<file path="src/rtl/spectrum_stream_pkg.sv">
// Shared types and constants for the spectrum frame streamer: state encoding,
// sample width and the default frame sync word.
package spectrum_stream_pkg;

  localparam int DATA_W = 16;
  localparam logic [DATA_W-1:0] SYNC_WORD_DEFAULT = 16'hAA55;

  typedef enum logic [2:0] {
    ST_FILL = 3'd0,
    ST_HDR  = 3'd1,
    ST_LOAD = 3'd2,
    ST_SEND = 3'd3,
    ST_GAP  = 3'd4
  } state_t;

endpackage

</file>
<file path="src/rtl/frame_buf.sv">
// Simple dual-port frame buffer: one write port, one registered read port
// (one-cycle read latency). Contents are not reset.
module frame_buf
  import spectrum_stream_pkg::*;
#(
  parameter int DEPTH = 64,
  parameter int AW    = $clog2(DEPTH)
) (
  input  logic              sys_clk,
  input  logic              wr_en,
  input  logic [AW-1:0]     wr_addr,
  input  logic [DATA_W-1:0] wr_data,
  input  logic              rd_en,
  input  logic [AW-1:0]     rd_addr,
  output logic [DATA_W-1:0] rd_data
);

  logic [DATA_W-1:0] mem [DEPTH];

  always_ff @(posedge sys_clk) begin
    if (wr_en) mem[wr_addr] <= wr_data;
    if (rd_en) rd_data <= mem[rd_addr];
  end

endmodule

</file>
<file path="src/rtl/spectrum_frame_streamer.sv">
// Buffers one frame of spectrum samples, then replays it word-by-word to the UART
// sender with a fixed handle-to-handle gap. Define FRAME_HEADER_EN to prefix each frame with SYNC_WORD and its word count.
module spectrum_frame_streamer
  import spectrum_stream_pkg::*;
#(
  parameter int                DEPTH      = 64,
  parameter int                GAP_CYCLES = 10000,
  parameter logic [DATA_W-1:0] SYNC_WORD  = SYNC_WORD_DEFAULT
) (
  input  logic              sys_clk,
  input  logic              rst_n,
  input  logic              in_valid,
  input  logic [DATA_W-1:0] in_data,
  input  logic              in_last,
  output logic              in_ready,
  output logic [DATA_W-1:0] data,
  output logic              handle,
  output logic              busy,
  output logic              overflow
);

  localparam int AW = $clog2(DEPTH);
  localparam int CW = $clog2(DEPTH + 1);
  localparam int GW = $clog2(GAP_CYCLES);
  localparam logic [CW-1:0] COUNT_FULL = CW'(DEPTH);
  localparam logic [CW-1:0] COUNT_LAST = CW'(DEPTH - 1);
  localparam logic [GW-1:0] GAP_TERM   = GW'(GAP_CYCLES - 2);
  // Leaving GAP on the cycle the counter steps onto its terminal value gives
  // GAP_CYCLES-2 GAP cycles; with SEND and LOAD/HDR that spaces handles GAP_CYCLES apart.
  localparam logic [GW-1:0] GAP_EXIT   = GW'(GAP_CYCLES - 3);

`ifdef FRAME_HEADER_EN
  localparam state_t ST_AFTER_CLOSE = ST_HDR;
`else
  localparam state_t ST_AFTER_CLOSE = ST_LOAD;
`endif

  state_t            state, state_nxt;
  logic [AW-1:0]     wr_ptr, rd_ptr;
  logic [CW-1:0]     count;
  logic [GW-1:0]     gap_cnt;
  logic              rd_last;
  logic              accept, close_frame, gap_done, frame_done;
  logic              more_hdr;
  logic [DATA_W-1:0] hdr_word;
  logic [DATA_W-1:0] rd_data_p1;
  logic [AW-1:0]     last_ptr;

  assign in_ready    = (state == ST_FILL);
  assign busy        = (state != ST_FILL);
  assign accept      = in_valid && in_ready;
  assign close_frame = accept && (in_last || (count == COUNT_LAST));
  assign gap_done    = (gap_cnt == GAP_EXIT);
  assign last_ptr    = AW'(count - CW'(1));

  frame_buf #(
    .DEPTH (DEPTH),
    .AW    (AW)
  ) u_frame_buf (
    .sys_clk (sys_clk),
    .wr_en   (accept),
    .wr_addr (wr_ptr),
    .wr_data (in_data),
    .rd_en   (state == ST_LOAD),
    .rd_addr (rd_ptr),
    .rd_data (rd_data_p1)
  );

`ifdef FRAME_HEADER_EN
  logic [1:0] hdr_cnt;

  assign more_hdr = (hdr_cnt != 2'd2);
  assign hdr_word = (hdr_cnt == 2'd0) ? SYNC_WORD : DATA_W'(count);

  always_ff @(posedge sys_clk or negedge rst_n) begin
    if (!rst_n) begin
      hdr_cnt <= 2'd0;
    end else if (state == ST_SEND && more_hdr) begin
      hdr_cnt <= hdr_cnt + 2'd1;
    end else if (frame_done) begin
      hdr_cnt <= 2'd0;
    end
  end
`else
  assign more_hdr = 1'b0;
  assign hdr_word = '0;
`endif

  assign frame_done = (state == ST_GAP) && gap_done && !more_hdr && rd_last;

  always_comb begin
    state_nxt = state;
    unique case (state)
      ST_FILL: if (close_frame) state_nxt = ST_AFTER_CLOSE;
      ST_HDR:  state_nxt = ST_SEND;
      ST_LOAD: state_nxt = ST_SEND;
      ST_SEND: state_nxt = ST_GAP;
      ST_GAP: begin
        if (gap_done) begin
          if (more_hdr)     state_nxt = ST_HDR;
          else if (rd_last) state_nxt = ST_FILL;
          else              state_nxt = ST_LOAD;
        end
      end
      default: state_nxt = ST_FILL;
    endcase
  end

  always_ff @(posedge sys_clk or negedge rst_n) begin
    if (!rst_n) begin
      state    <= ST_FILL;
      wr_ptr   <= '0;
      rd_ptr   <= '0;
      count    <= '0;
      gap_cnt  <= '0;
      rd_last  <= 1'b0;
      overflow <= 1'b0;
      handle   <= 1'b0;
      data     <= '0;
    end else begin
      state  <= state_nxt;
      handle <= (state == ST_SEND);

      if (accept) begin
        wr_ptr <= wr_ptr + AW'(1);
        count  <= count + CW'(1);
      end

      // A sample arriving while the buffer holds a full frame is dropped and flagged.
      if (accept && count == '0)
        overflow <= 1'b0;
      else if (in_valid && count == COUNT_FULL)
        overflow <= 1'b1;

      if (state == ST_SEND) begin
        gap_cnt <= '0;
        if (more_hdr) begin
          data <= hdr_word;
        end else begin
          data    <= rd_data_p1;
          rd_ptr  <= rd_ptr + AW'(1);
          rd_last <= (rd_ptr == last_ptr);
        end
      end else if (state == ST_GAP && gap_cnt != GAP_TERM) begin
        gap_cnt <= gap_cnt + GW'(1);
      end

      if (frame_done) begin
        wr_ptr  <= '0;
        rd_ptr  <= '0;
        count   <= '0;
        rd_last <= 1'b0;
      end
    end
  end

endmodule
</file>
<file path="config.mk">
export PLATFORM = sky130hd
export DESIGN_NAME = spectrum_frame_streamer
export DESIGN_NICKNAME = d
export VERILOG_FILES = /design/src/rtl/spectrum_stream_pkg.sv /design/src/rtl/frame_buf.sv /design/src/rtl/spectrum_frame_streamer.sv
export SDC_FILE = /design/constraint.sdc
export NUM_CORES = 1
export LEC_CHECK = 0
export CORE_UTILIZATION = 62
export CTS_CLUSTER_SIZE = 28
export DETAILED_ROUTE_END_ITERATION = 16
export GPL_ROUTABILITY_DRIVEN = 1
export PLACE_DENSITY = 0.87
export SLEW_MARGIN = 20
export SYNTH_ARGS = -nofsm -noshare
export SYNTH_HDL_FRONTEND = slang
export SYNTH_HIERARCHICAL = 1
export SYNTH_SLANG_ARGS = --single-unit
</file>
<file path="constraint.sdc">
create_clock -name sys_clk -period 4.6 [get_ports sys_clk]
set_clock_uncertainty 0.2 [all_clocks]
set_input_delay 0.69 -clock sys_clk [delete_from_list [all_inputs] [get_ports sys_clk]]
set_output_delay 0.69 -clock sys_clk [all_outputs]
set_load 0.02 [all_outputs]
</file>
# [Word level (Yosys, flattened, before mapping)]
# Memories as Yosys holds them, arrays and structs flattened. A register that Yosys moved wholly into a read port is not among the register bits.
# Cells that the tools add are included.
# W data, S select, Z words.
[classes] n_addsub=5 n_reduce_logical=17 mux=18 n_eq_ne=11
[op_table] op="$mux W14" n=2
[op_table] op="$mux W6" n=4
[op_table] op="$add A14 B1 Y14 const B" n=1
[op_table] op="$eq A14 B14 Y1 const B" n=1
[op_table] op="$mux W7" n=2
[op_table] op="$ne A14 B14 Y1 const B" n=1
[op_table] op="$add A6 B1 Y6 const B" n=2
[op_table] op="$pmux W3 S4" n=1
[op_table] op="$reduce_bool A2 Y1" n=4
[op_table] op="$add A7 B1 Y7 const B" n=1
[op_table] op="$eq A7 B6 Y1 const B" n=1
[op_table] op="$eq A7 B7 Y1 const B" n=1
[op_table] op="$logic_and A1 B1 Y1" n=7
[op_table] op="$logic_not A7 Y1" n=1
[op_table] op="$eq A3 B2 Y1 const B" n=2
[op_table] op="$eq A6 B6 Y1" n=1
[op_table] op="$mux W1" n=6
[op_table] op="$mux W3" n=2
[op_table] op="$sub A6 B1 Y6 const B" n=1
[op_table] op="$eq A3 B1 Y1 const B" n=1
[op_table] op="$eq A3 B3 Y1 const B" n=1
[op_table] op="$logic_not A3 Y1" n=1
[op_table] op="$reduce_bool A3 Y1" n=1
[op_table] op="$mux W2" n=1
[op_table] op="5 further kinds" n=5
[totals] register_bits=55 n_memories=1 word_cells=61 ramBits=1024
[mem_list] memory="u_frame_buf.mem" depth=64 word_bits=16 read_ports=1 rd_ports_with_merged_regs=1 write_ports=1 line_no="frame_buf.sv:18" rtl="logic [DATA_W-1:0] mem [DEPTH];"

# [Depth between registers and ports, before layout]
# Gate-level depths: netlist of the first run.
[depth] ltp_word=5 ltp_mapped=10 ltp_nobuf=7

# [By module]
# Netlist of the first run, hierarchy kept.
[modules_own_cells] module="frame_buf" cells_each=1829 instances=1 area_each_um2=40202.3
[modules_own_cells] module="spectrum_frame_streamer" cells_each=279 instances=1 area_each_um2=2642.5

# [Worst setup path before layout of the first run]
# OpenSTA, ideal clock, no wires.
[synth_path] kind="in2reg" from="input in_valid" to="memory u_frame_buf.mem[48][0], enable pin" slack_ps=1263 n_path_buf=1 t_arrival_ps=2728 required_time_ps=3991 stages=5 cell_sequence="nor4b_2 -> buf_2 -> nor2b_1 -> nand4b_1 -> nor3_1"
[synth_via] elab_chain_len=3
[synth_lines] item="from (decl)" line_no="spectrum_frame_streamer.sv:12" rtl="input logic in_valid,"
[synth_lines] item="$logic_and A1 B1 Y1" line_no="spectrum_frame_streamer.sv:51" rtl="assign accept = in_valid && in_ready;"
[synth_lines] item="via accept" line_no="spectrum_frame_streamer.sv:43" rtl="logic accept, close_frame, gap_done, frame_done;"
[synth_lines] item="$mux W1" line_no="frame_buf.sv:21" rtl="if (wr_en) mem[wr_addr] <= wr_data;"
[synth_lines] item="$mux W1 (implied by the code)" line_no="frame_buf.sv:21"
[synth_lines] item="to (decl)" line_no="frame_buf.sv:18"
# The timed path passes the listed nets, and every way through them passes these cells.

==> qor.txt, run 1 <==
Critical Path Max Stage Delay = 870 ps
Net Sw Power = 0.008602 W
Internal Pwr Total = 0.01940 W
Final wirelength = 107,900 um
Top cells by area, synth = edfxtp_1 (73%), mux4_2 (12%), dfrtp_1 (3.2%)
Sw frac = 30.72%
Syn Nets = 2,135
Leakage power = 15.62 nW
Gr ovfl total = 0
Yosys top cell area share = 72.89%
Synth cell count leaders = edfxtp_1 (1,040), mux4_2 (220), nand2_1 (129)
Initial Util = 62.58%
Critical Path AT = 3940 ps
NumNets Final = 2,278
Die width = 264.9 um
Vias per Instance = 7.016
Synthesized area = 42,840 um2
CP Data Required Time = 4760 ps
CP max FO = 31
Via count = 22.62k
Most area-hungry cell type in the Yosys netlist = edfxtp_1
FF-to-FF setup slack = 820 ps
Fraction of layout cells with a size suffix above 1 = 23.78%
Postcts setup bufs = 0
Sequential fraction of design power = 42.8%
Fmax = 264.6 MHz
Final Hold Vio Count = 0
DR DRC count = 0
Crit end category = flop
CTS root buf = clkbuf_16
Post-Syn Instances = 2,108
Top Ports = 40
Port bufs = 39
Least-Margin Pin Slew = 1073 ps
Tmin final = 3780 ps
RSZ-0062 raised after global routing = no
Vias in the first global route = 23.19k
End point of the critical path = u_frame_buf/rd_data[11]
Finish-stage setup viols = 0
Global-route wire length before repair = 156,500 um
Cells after DPL = 3,027
Clk sinks = 1,095
Post-synth ARST share = 5.023%
Combinational Power Share = 26.0%
Hpwl dp = 60,680 um
Worst Hold Depth = 1
N_diodes = 0
CP max stage cell = dfrtp_4
Reg clk slew, reported paths = 60 ps
CTS max path bufs = 3
Fin crit share = 82.16%
Post-synthesis register bit count = 1,095
Routed WL per cell = 33.46 um
CTS tree = done
Setup_tns = 0 ps
Routability cong. = 0.9023
Crit Path Class = flop to flop
Ys flop type = edfxtp_1
Max_cap viols = 0
Clock Latency Late Sink = 670 ps
Average cell area after synthesis = 20.32 um2
Status = finished clean
Antenna violations before repair = 4
VDD IR max = 591.4 uV
Initial DRC Count = 3,719
Max-slew headroom = 28.44%
Power Density = 583.8 nW/um2
Final cell count without fillers = 3,224
Area of the core = 68,470 um2
Cell Rows = 96
Area grow syn2layout = 11.95%
Worst min-delay path class = input pin to flop
Die area = 70,160 um2
H-Tree Depth = 3
R2R depth = 5
Synth cell types = 58
Sequential element share of the synthesized area = 76.10%
Die height = 264.9 um
Clk pwr share = 31.2%
Yosys Warn Count = 6
Pins over their slew limit = 0
Largest net degree at the start of global routing = 65
R2r endpoint = u_frame_buf/rd_data[11]
Num CTS Buffers = 103
RR Startpoint = rd_ptr[0]
Most numerous cell in the Yosys netlist = edfxtp_1
EDFF count, synth = 1,040
Drt pass-1 iters = 6
Antenna Violating Nets Remaining = 0
Startpoint types = flop
Worst path cell trace = buf_4 -> mux4_2 -> a211o_1 -> a31oi_1 -> a311oi_1
Crit path from = rd_ptr[0]
Aggregate global-route resource usage = 31.37%
==> final cells by class <==
class,count,area [um2]
flip-flops and latches,1095,32620
well taps,882,1104
clock buffers,120,2693
repair buffers,154,1271
inverters,7,26.28
clock inverters,76,799.5
fillers,3712,20500
multi-input cells,890,9454
==> critical path, delay by kind of cell, from the launching register on <==
family / cells / cell delay (ps)
compound gates: 3 / 1170
buf+inv: 1 / 570
flops: 1 / 870
mux: 1 / 620
==> cell families (layout without fill, tap and decap cells) <==
family / after synthesis / after routing / share of synthesized area (%)
AO/OA/AOI/OAI: 143 / 143 / 2.453
XOR/XNOR: 36 / 36 / 0.7359
adder cells (fa/ha/maj): 7 / 7 / 0.2044
buffers and inverters: 123 / 357 / 1.892
flip-flops: 1095 / 1095 / 76.10
multiplexers: 340 / 340 / 14.60
AND/OR/NAND/NOR: 364 / 364 / 4.013
==> layer usage <==
metal	share of wire (%)	vias to the layer above	track usage (%)
li1	-	8898	-
met1	33	11470	39.67
met2	50	1876	52.12
met3	11	371	6.967
met4	5.5	4	14.97
met5	0.030	-	0
==> cell usage in the layout (no fill, tap or decap), drive strengths merged, types with 14 or more instances in the layout <==
cell           count
clkdlybuf4s50     22
clkbuf           120
a22oi             40
a21oi             23
mux2              27
xor2              19
mux4             224
bufinv            14
nor2             108
nor2b             30
buf              131
nand3             31
a221oi            16
xnor2             17
nand2            130
nand4             21
dfrtp             55
edfxtp          1040
mux2i             89
clkinv            54
==> worst min path at each step <==
stage | from | to | slack (ps)
after detailed placement | u_frame_buf/rd_data[15] | data[15] | 240
after global placement | u_frame_buf/rd_data[12] | data[12] | 230
final | in_data[2] | u_frame_buf/mem[18][2] | 70
after global routing | in_data[2] | u_frame_buf/mem[18][2] | 50
after CTS | in_data[2] | u_frame_buf/mem[18][2] | 30
after floorplan | rst_n | count[0] | 190
==> power by group through the flow <==
stage,combinational [W],clock (W),sequential [W]
after floorplan,0.00517,0,0.0117
after global placement,0.00666,0,0.0121
after detailed placement,0.00692,0,0.0122
after CTS,0.00717,0.00879,0.0120
after global routing,0.00753,0.00915,0.0120
final,0.00727,0.00874,0.0120
==> sequential cells by signal, indices dropped and copies added (netlist names), 3 cells and up <==
register and count:
count 7, data 16, gap_cnt 14, rd_ptr 6, state 3, u_frame_buf/mem 1024
u_frame_buf/rd_data 16, wr_ptr 6
==> per-stage QoR <==
step / utilization (%) / hold slack, ps / setup slack, ps / instance area (um2) / power [W]
after floorplan: - / 194.4 / 1263 / 42840 / 0.01691
after global placement: 64.93 / 231.3 / 991.9 / 44460 / 0.01877
after detailed placement: 64.93 / 237.7 / 998.5 / 44460 / 0.01907
after CTS: 70.05 / 33.89 / 870.3 / 47960 / 0.02792
after global routing: 70.06 / 45.57 / 721.9 / 47960 / 0.02868
final: 70.06 / 68.61 / 820.5 / 47960 / 0.02800
==> timing repair <==
action,CTS,global route
hold buffers,1,0
gates resized for setup,0,0
endpoints found under the hold margin,37,0
(Power assumes the default switching activity.)
==> run 2: changes to the inputs <==
clock period = 3.65 ns   (was 4.6 ns; I/O delays follow)
==> run 2 against run 1 <==
Net effect:
- the flow now finishes with violations (negative setup slack)
- clock-buffer cell count up 2
- critical path depth up 1
- sequential share of layout area down 0.37 points
- power up 26%
- largest power group unchanged
- worst setup slack worse by 840 ps
- first-iteration DRC count up 9.6%
- via count up 2.5%
- register-to-register slack worse by 840 ps
==> qor.txt, run 2 (synthesized netlist as in run 1, its figures left out) <==
Status = finished, violations left
Failing checks = negative setup slack
Fin crit share = 100.6% (+18 points)
Hpwl dp = 63,230 um (+4.2%)
Most flops, register = u_frame_buf/mem
Power Density = 733.5 nW/um2 (+26%)
Final cell count without fillers = 3,255 (+0.96%)
Area of the core = 68,470 um2 (unchanged)
Startpoint types = flop
Largest regs = u_frame_buf/mem: 1024 flops, data: 16 flops, u_frame_buf/rd_data: 16 flops
Routability cong. = 0.9496 (+5.2%)
CTS tree = done
Crit Path Class = flop to flop
Initial Util = 62.58% (unchanged)
Port bufs = 39 (unchanged)
Fmax = 272.5 MHz (+3.0%)
Uppermost layer routed = met5
Post-CTS Resized = 0 (unchanged)
PnR worst setup slack = -20.40 ps (-840.9 ps)
Max_cap viols = 0 (unchanged)
RSZ-0062 raised after global routing = no
Antenna Violating Nets Remaining = 0 (unchanged)
Largest net degree at the start of global routing = 65 (unchanged)
CP Data Required Time = 3890 ps (-870 ps)
Num CTS Buffers = 102 (-0.97%)
Drt pass-1 iters = 9 (+3)
Final wirelength = 111,400 um (+3.3%)
Global-route wire length before repair = 159,900 um (+2.2%)
Aggregate global-route resource usage = 32.25% (+0.88 points)
Commonest non-fill, non-tap cell in the layout = edfxtp_1
Initial DRC Count = 4,076 (+9.6%)
Reg clk slew, reported paths = 70 ps (about the same)
DP Area = 44,830 um2 (+0.83%)
Die height = 264.9 um (unchanged)
Clock Latency Late Sink = 680 ps (about the same)
Top Ports = 40 (unchanged)
Cells after DPL = 3,062 (+1.2%)
VDD IR max = 490.9 uV (-17%)
Pins over their slew limit = 0 (unchanged)
Met2 wirelength from detailed routing = 54,260 um (+0.40%)
NumNets Final = 2,313 (+1.5%)
Antenna violations before repair = 6 (+2)
Leakage power = 15.73 nW (+0.74%)
Cell Rows = 96 (unchanged)
Routed WL per cell = 34.22 um (+2.3%)
CTS max path bufs = 3 (unchanged)
Clk sinks = 1,095 (unchanged)
H-Tree Depth = 3 (unchanged)
Commonest cells after routing, fill and taps aside = edfxtp_1 (1,040), mux4_2 (220), buf_4 (132)
Tmin final = 3670 ps (-109.1 ps)
Fraction of layout cells with a size suffix above 1 = 24.40% (+0.62 points)
Die area = 70,160 um2 (unchanged)
CTS root buf = clkbuf_16
Area grow syn2layout = 12.57%
WL met1 = 36,270 um (+2.2%)
FF-to-FF setup slack = -20 ps (-840 ps)
Vias in the first global route = 23.28k (+0.39%)
DR DRC count = 0 (unchanged)
N_diodes = 0 (unchanged)
Final Hold Vio Count = 0 (unchanged)
Finish-stage setup viols = 1 (+1)
Gr ovfl total = 0 (unchanged)
Least-Margin Pin Slew = 1137 ps (+63.60 ps)
CP max FO = 37 (+19%)
Critical Path AT = 3910 ps (-30 ps)
Max reg flops = 1,024 (unchanged)
Die width = 264.9 um (unchanged)
Via count = 23.20k (+2.5%)
Vias per Instance = 7.126 (+1.6%)
Worst min-delay path class = input pin to flop
Detail Route met3 WL = 14,080 um (+14%)
Max-slew headroom = 24.20% (-4.2 points)
Crit end category = flop
Final Cell Area = 48,230 um2 (+0.55%)
-- run 2: changes by cell type in the layout (fill, tap and decap cells not counted), sizes merged, moves of 2 or more --
cell      previous run  this run
clkinv              54        47
bufinv              14        12
inv                 12         9
clkinvlp             3         8
clkbuf             120       122
buf                131       166
-- run 2: worst paths after layout --
check,to,cells after the start,startpoint
max in group asynchronous,handle,3,rst_n
min in group asynchronous,rd_ptr[0],2,rst_n
max reg2reg,u_frame_buf/rd_data[10],6,rd_ptr[1]
max,u_frame_buf/rd_data[10],6,rd_ptr[1]
min reg2reg,data[13],2,u_frame_buf/rd_data[13]
min,u_frame_buf/mem[42][8],1,in_data[8]
-- run 2: cell type report --
| type | count | area [um2] |
|---|---|---|
| flip-flops and latches | 1095 | 32620 |
| fillers | 3648 | 20240 |
| multi-input cells | 890 | 9445 |
| clock buffers | 122 | 2670 |
| repair buffers | 190 | 1657 |
| well taps | 882 | 1104 |
| clock inverters | 69 | 710.7 |
| inverters | 7 | 26.28 |
-- run 2: report_power, final --
| group | internal (W) | total (W) | switching, W |
|---|---|---|---|
| Clock | 0.00610 | 0.0108 | 0.00468 |
| Sequential | 0.0142 | 0.0150 | 0.000759 |
| Combinational | 0.00410 | 0.00960 | 0.00550 |
-- run 2: through the flow --
step	power [W]	TNS, ps	hold slack [ps]	setup slack (ps)	utilization [%]
after global placement	0.02390	0	231.6	182.3	65.47
after CTS	0.03512	0	73.26	221.7	70.44
final	0.03538	-20.40	85.67	-20.40	70.44
after global routing	0.03614	0	81.35	160.1	70.44
after floorplan	0.02131	0	51.91	433.7	-
after detailed placement	0.02424	0	225.2	114.6	65.47
-- run 2: critical path, cell delays in order (launching register included) --
cell,delay (ps)
dfrtp_4,760
buf_4,320
nor2b_1,620
a22oi_1,250
a41oi_1,460
o21ai_0,470
and4_1,350
-- run 2: routing by layer --
layer  vias up  GRT usage [%]
met1     11690          40.41
met2      2086          53.04
met5         -          1.040
met3       448          8.658
li1       8964              -
met4        10          14.72
-- run 2: timing repair --
| item | CTS | global route |
|---|---|---|
| endpoints found under the hold margin | 41 | 0 |
| hold buffers | 2 | 0 |
| buffers inserted | 0 | 0 |
==> run 3: changes to the inputs <==
CAP_MARGIN = 15   (was not set)
DONT_BUFFER_PORTS = 1   (was not set)
PLACE_DENSITY = 0.86   (was 0.87)
SKIP_CTS_REPAIR_TIMING = 1   (was not set)
==> run 3 against run 2 <==
Net effect:
- the run now ends clean
- non-clock buffer count fell by 34
- final area fell by 0.50%
- die area did not move
- hold slack got worse by 70 ps
- core utilization fell by 0.35 points
- sequential cell count did not move
- global-route usage fell by 0.72 points
- power fell by 2.9%
- final cell count fell by 1.4%
- sequential share of layout area rose by 0.34 points
- sequential power barely moved
- clock-buffer cell count rose by 2
- largest cell class unchanged
- largest power group unchanged
==> qor.txt, run 3 (synthesized netlist as in run 1, its figures left out) <==
Status = finished clean
PnR worst setup slack = 231.3 ps (+251.7 ps)
VDD IR max = 448.3 uV (-8.7%)
Hpwl dp = 59,650 um (-5.7%)
Routability cong. = 0.8696 (-8.4%)
Least-Margin Pin Slew = 1102 ps (-34.86 ps)
Fmax = 292.5 MHz (+7.4%)
Final cell count without fillers = 3,210 (-1.4%)
Via count = 22.96k (-1.0%)
Die height = 264.9 um (unchanged)
Die width = 264.9 um (unchanged)
Num CTS Buffers = 100 (-2.0%)
Fraction of layout cells with a size suffix above 1 = 23.87% (-0.53 points)
Worst slack at placement = 310.4 ps (+195.8 ps)
RSZ-0062 raised after global routing = no
Antenna Violating Nets Remaining = 0 (unchanged)
Die area = 70,160 um2 (unchanged)
Vias in the first global route = 22.79k (-2.1%)
Cell Rows = 96 (unchanged)
Crit Path Class = flop to flop
Commonest non-fill, non-tap cell in the layout = edfxtp_1
Crit end category = flop
Initial Util = 62.58% (unchanged)
Clock Latency Late Sink = 670 ps (about the same)
Gr ovfl total = 0 (unchanged)
Routed WL per cell = 34.18 um (-0.12%)
Leakage power = 15.63 nW (-0.64%)
Startpoint types = flop
CTS tree = done
CTS root buf = clkbuf_16
Top Ports = 40 (unchanged)
Worst min-delay path class = input pin to flop
Final wirelength = 109,700 um (-1.5%)
Final Hold Vio Count = 0 (unchanged)
Worst hold slack = 15.56 ps (-70.11 ps)
Area of the core = 68,470 um2 (unchanged)
Tmin final = 3419 ps (-251.7 ps)
Antenna violations before repair = 3 (-3)
DR DRC count = 0 (unchanged)
Largest net degree at the start of global routing = 65 (unchanged)
CP max FO = 41 (+11%)
Commonest cells after routing, fill and taps aside = edfxtp_1 (1,040), mux4_2 (220), nand2_1 (129)
Flip-flop and latch area = 32,620 um2 (unchanged)
Aggregate global-route resource usage = 31.53% (-0.72 points)
Pins over their slew limit = 0 (unchanged)
Finish-stage setup viols = 0 (-1)
Final Cell Area = 47,990 um2 (-0.50%)
Setup_tns = 0 ps (+20.40 ps)
Max_cap viols = 0 (unchanged)
Most flops, register = u_frame_buf/mem
Critical Path AT = 3590 ps (-320 ps)
Vias per Instance = 7.153 (+0.37%)
DP Area = 44,380 um2 (-1.0%)
Drt pass-1 iters = 6 (-3)
Max-slew headroom = 26.44% (+2.2 points)
FF-to-FF setup slack = 230 ps (+250 ps)
Fin crit share = 93.66% (-6.9 points)
H-Tree Depth = 3 (unchanged)
Fill cells = 3,662 (+0.38%)
Clk sinks = 1,095 (unchanged)
NumNets Final = 2,277 (-1.6%)
Initial DRC Count = 3,821 (-6.3%)
Area grow syn2layout = 12.01%
Cells after DPL = 3,012 (-1.6%)
CP Data Required Time = 3820 ps (-70 ps)
Port bufs = 0 (-100%)
Reg clk slew, reported paths = 60 ps (about the same)
Power Density = 715.7 nW/um2 (-2.4%)
Global-route wire length before repair = 156,600 um (-2.1%)
Largest regs = u_frame_buf/mem: 1024 flops, data: 16 flops, u_frame_buf/rd_data: 16 flops
Max reg flops = 1,024 (unchanged)
CTS max path bufs = 3 (unchanged)
Multi-input logic area = 9460 um2 (+0.16%)
-- run 3: where the power goes --
| part | switching (W) | leakage (nW) | internal (W) |
|---|---|---|---|
| Sequential | 0.000796 | 10.1 | 0.0142 |
| Clock | 0.00450 | 1.53 | 0.00570 |
| Combinational | 0.00518 | 4.04 | 0.00392 |
-- run 3: critical path, stage by stage (launching register included) --
cell	delay [ps]
dfrtp_4	530
buf_12	270
buf_12	320
mux4_2	600
mux2_2	330
a21oi_1	680
nor4_2	100
-- run 3: per-stage QoR --
stage | power (W) | util (%)
2_1_floorplan | 0.02131 | -
3_3_place_gp | 0.02335 | 64.81
3_5_place_dp | 0.02363 | 64.81
4_1_cts | 0.03393 | 69.38
5_1_grt | 0.03517 | 70.08
6_report | 0.03435 | 70.09
-- run 3: worst paths after layout --
check                                            start                     end  depth (start not counted)
worst max-delay path                         rd_ptr[0]  u_frame_buf/rd_data[6]                          6
worst min-delay path                          in_valid                overflow                          4
worst max register to register               rd_ptr[0]  u_frame_buf/rd_data[6]                          6
worst min register to register  u_frame_buf/rd_data[3]                 data[3]                          2
max in group asynchronous                        rst_n               rd_ptr[2]                          2
min in group asynchronous                        rst_n              gap_cnt[2]                          2
-- run 3: layer usage --
| metal | part of all wire (%) | vias to the layer above | GRT usage (%) |
|---|---|---|---|
| li1 | - | 8886 | - |
| met1 | 33 | 11570 | 41.43 |
| met2 | 48 | 2078 | 49.78 |
| met3 | 13 | 423 | 8.119 |
| met4 | 6.0 | 4 | 15.28 |
| met5 | 0.019 | - | 0 |
-- run 3: area by class of cell --
type	count	share of cell area, %
Antenna cell	3	0.01564
Clock buffer	124	5.533
Clock inverter	53	0.9751
Inverter	7	0.05475
Multi-Input combinational cell	890	19.71
Sequential cell	1095	67.97
Tap cell	882	2.300
Timing Repair Buffer	156	3.442
==> RTL change 1: new RTL, flow settings as in run 3 <==
`DEPTH` is set to 64 in 2 places; all go to 32.
--- a/src/rtl/frame_buf.sv
+++ b/src/rtl/frame_buf.sv
@@ -5,3 +5,3 @@
 #(
-  parameter int DEPTH = 64,
+  parameter int DEPTH = 32,
   parameter int AW    = $clog2(DEPTH)
--- a/src/rtl/spectrum_frame_streamer.sv
+++ b/src/rtl/spectrum_frame_streamer.sv
@@ -5,3 +5,3 @@
 #(
-  parameter int                DEPTH      = 64,
+  parameter int                DEPTH      = 32,
   parameter int                GAP_CYCLES = 10000,
Formal check against the unedited RTL: same outputs for any inputs over 4 cycles, from zero or initial values and one cycle with rst_n low; that may be too few to reach the edited logic, so the function may still have changed.
==> RTL change 1 against run 3 <==
- synthesized area decreased by 46%
- total power is 45% lower
- setup slack gained 440 ps
- routed wire length fell by 54%
- first-iteration DRC count is 65% lower
- clock power fell by 47%
- critical path depth decreased by 1
- sequential cell count fell by 515
- design area down 46%
==> RTL change 1: results <==
set metrics [dict create \
    status "complete, no violations" \
    synth_xor_area_frac 0.00867 \
    async_reset_ff_frac 0.0897 \
    wl_met2_mm 25.6 \
    nNonClkInverters 9 \
    vias_per_cell 6.49 \
    ys_ff_latch 580 \
    syn_nets 1434 \
    grt_max_degree 74 \
    hold_end "state[1]" \
    top_layer "met4" \
    grtUsageMet1 0.337 \
    synth_common_cells "528 x edfxtp_1, 259 x mux2i_1, 98 x nand2_1, 64 x a22oi_1, 55 x nor2_1" \
    fill_cells 2136 \
    gp_congestion 0.915 \
    seq_area_frac_synth 0.739 \
    met3_usage 0.0458 \
    grt_pass1_vias 12985 \
    r2r_end "u_frame_buf/mem[27][10]" \
    routed_wirelength_mm 50.6 \
    drive_gt1_frac 0.112 \
    critical-path-top-delay-family "simple AND/OR/NAND/NOR gates" \
    holdPathStages 2 \
    synth_area_leaders "edfxtp_1 68%, mux2i_1 11%, dfrtp_1 5.6%, a22oi_1 2.1%, nand2_1 1.6%" \
    met2_usage 0.456 \
    synth.distinct_cells 50 \
    seq_share 0.664 \
    antenna_cells 0 \
    power_leakage_uw 0.00931 \
    num-nonclk-buffers 80 \
    drtIter0Drc 1347 \
    r2r_start "state[1]" \
    min-delay-start "in_last" \
    synthMuxAreaShare 0.112 \
    top_regs "u_frame_buf/mem: 512 flops, data: 16 flops, u_frame_buf/rd_data: 16 flops" \
    clk_share 0.0662 \
    htreeDepth 2 \
    met3_length_mm 4.39 \
    finalNetCount 1493 \
    slowest_delay_ps 560 \
    max-vdd-ir-drop_v 0.000614 \
    antenna_found_initial 0 \
    route.layer.met1.wl_mm 18.2 \
    place_area_mm2 0.0238 \
    relSlewSlack 0.430 \
    switching_power_uw 6070 \
    grt_pass1_wl_mm 75.7 \
    nClkBuffers 75 \
    synth-compound-area-share 0.0500 \
    crit_slowest_cell "nor4b_2" \
    rr_worst_depth 5 \
    multi_input_area_share 0.211 \
    buffer_area_frac 0.0347 \
    dpl.hpwl_mm 28.8 \
    seq_area_mm2 0.0172 \
]
[RTL change 1: cell types whose count changed after synthesis, sizes merged, moves of 19 or more]
cell    delta
a22o      +26
nor2      -51
nor2b     -28
nand2     -31
mux2      -27
mux4     -224
buf       -23
edfxtp   -512
a22oi     +24
mux2i    +170
a21oi     +19
[RTL change 1: stage by stage]
stage	instances	util	hold slack, ps
detailed placement	1860	0.648	52.9
global placement	1860	0.648	52.9
CTS	1957	0.695	-556
floorplan	1407	-	51.9
global route	1975	0.705	49.3
finish	1975	0.705	23.2
[RTL change 1: power groups by stage]
| stage | Combinational [uW] | Clock (uW) | Sequential (uW) |
|---|---|---|---|
| 4_1_cts | 4910 | 5470 | 8290 |
| 3_5_place_dp | 4820 | 0 | 8410 |
| 2_1_floorplan | 3850 | 0 | 8210 |
| 5_1_grt | 5420 | 5710 | 8340 |
| 6_report | 5140 | 5440 | 8300 |
| 3_3_place_gp | 4670 | 0 | 8400 |
==> RTL change 2: new RTL, settings of run 3 <==
Without the edit above. Compare `count` against `COUNT_FULL` with >= in place of ==.
--- a/src/rtl/spectrum_frame_streamer.sv
+++ b/src/rtl/spectrum_frame_streamer.sv
@@ -131,3 +131,3 @@
         overflow <= 1'b0;
-      else if (in_valid && count == COUNT_FULL)
+      else if (in_valid && count >= COUNT_FULL)
         overflow <= 1'b1;
Check against the original RTL: same outputs for any inputs over 4 cycles, from zero or initial values and one cycle with rst_n low; that may be too few to reach the edited logic, so the function may still have changed.
==> RTL change 2 against run 3 <==
- routed wire length increased by 1.1%
- critical endpoint is now u_frame_buf/rd_data[13]
- synthesized area increased by 0.17%
- the run now ends with negative hold slack left
- non-clock buffer count increased by 12
- highest routed layer unchanged
- sequential cell count unchanged
- setup slack got worse by 2.0 ps
- design area increased by 0.86%
Power is not compared: it rests on default switching activity, and its combinational part moved more than twofold at a synthesized area within 25%.
==> RTL change 2: results <==
set metrics [dict create \
    status "complete, but fails checks" \
    violations "negative hold slack" \
    antenna_found_initial 6 \
    crit_fanout 37 \
    synth.distinct_cells 62 \
    relSlewSlack 0.213 \
    syn_nets 2146 \
    vias_per_cell 6.98 \
    synth_edf_count 1040 \
    finalNetCount 2298 \
    cap_violations 0 \
    grt_pass1_wl_mm 157 \
    place_area_mm2 0.0446 \
    hold_violations 1 \
    preCtsSetupSlack_ps 297 \
    dpl.hpwl_mm 60.7 \
    synth_area_leaders "edfxtp_1 73%, mux4_2 12%, dfrtp_1 3.2%, mux2i_1 2.1%, nand2_1 1.1%" \
    grt_pass1_vias 22831 \
    synth_common_cells "1040 x edfxtp_1, 220 x mux4_2, 126 x nand2_1, 98 x nor2_1, 89 x mux2i_1" \
    whs_ps -10.9 \
    post_drt_wl_per_cell_um 33.7 \
    clk_latency_ps 680 \
    root_buffer "clkbuf_16" \
    grt_use_total 0.316 \
    htreeDepth 3 \
    gp_congestion 0.890 \
    drive_gt1_frac 0.248 \
]
==> RTL change 2: cell count changes after synthesis, sizes merged, moves of 4 or more <==
| cell | change |
|---|---|
| nor2 | -8 |
| inv | +6 |
| a21oi | +5 |
| and3 | +5 |
| xnor2 | -4 |
==> RTL change 2: final cells by class <==
| type | count | area [um^2] |
|---|---|---|
| Clock buffer | 118 | 2630 |
| Timing Repair Buffer | 168 | 1790 |
| Antenna cell | 1 | 2.50 |
| Tap cell | 931 | 1160 |
| Multi-Input combinational cell | 893 | 9500 |
| Clock inverter | 70 | 649 |
| Sequential cell | 1095 | 32600 |
| Fill cell | 3731 | 20200 |
| Inverter | 12 | 45.0 |
==> RTL change 2: path summary, 6_finish.rpt <==
kind,from,end,slack (ps),depth (start not counted)
max,rd_ptr[0],u_frame_buf/rd_data[13],230,6
min,in_valid,overflow,-10,2
max reg2reg,rd_ptr[0],u_frame_buf/rd_data[13],230,6
min reg2reg,u_frame_buf/rd_data[8],data[8],340,2
max in group asynchronous,rst_n,rd_ptr[2],2700,2
min in group asynchronous,rst_n,wr_ptr[2],260,2
==> RTL change 2: through the flow <==
stage	instances	hold slack, ps
3_5_place_dp	3079	53.0
5_1_grt	3287	21.7
2_1_floorplan	2118	51.9
6_report	3288	-10.9
3_3_place_gp	3078	53.0
4_1_cts	3267	-667
==> RTL change 2: layer usage <==
metal,vias to the layer above,routed length [um],global-route usage
met5,-,61,0
met4,10,5950,0.143
met3,390,14200,0.0795
met2,2036,54800,0.520
met1,11550,35900,0.401
li1,8971,-,-
==> RTL change 2: kinds of logic after synthesis <==
kind of cell               share of synthesized area
buffers and inverters                         0.0196
adders and majority gates                    0.00233
DFF                                            0.760
muxes                                          0.146
xor gates and xnor gates                     0.00592
AOI/OAI and AO/OA                             0.0264
and+or+nand+nor                               0.0403
==> RTL change 2: worst max-delay path, stage by stage, from the launching register on <==
cell and delay [ps]:
dfrtp_4 690, buf_12 350, mux4_2 600, mux2i_1 400, nand3_1 200, a31oi_1 550
a311oi_1 110
==> RTL change 2: where the power goes <==
group	internal [uW]	leakage [uW]	switching, uW
Sequential	13700	0.0100	3.43
Clock	5890	0.00160	4680
Combinational	62.9	0.00426	230
Total	19700	0.0159	4910
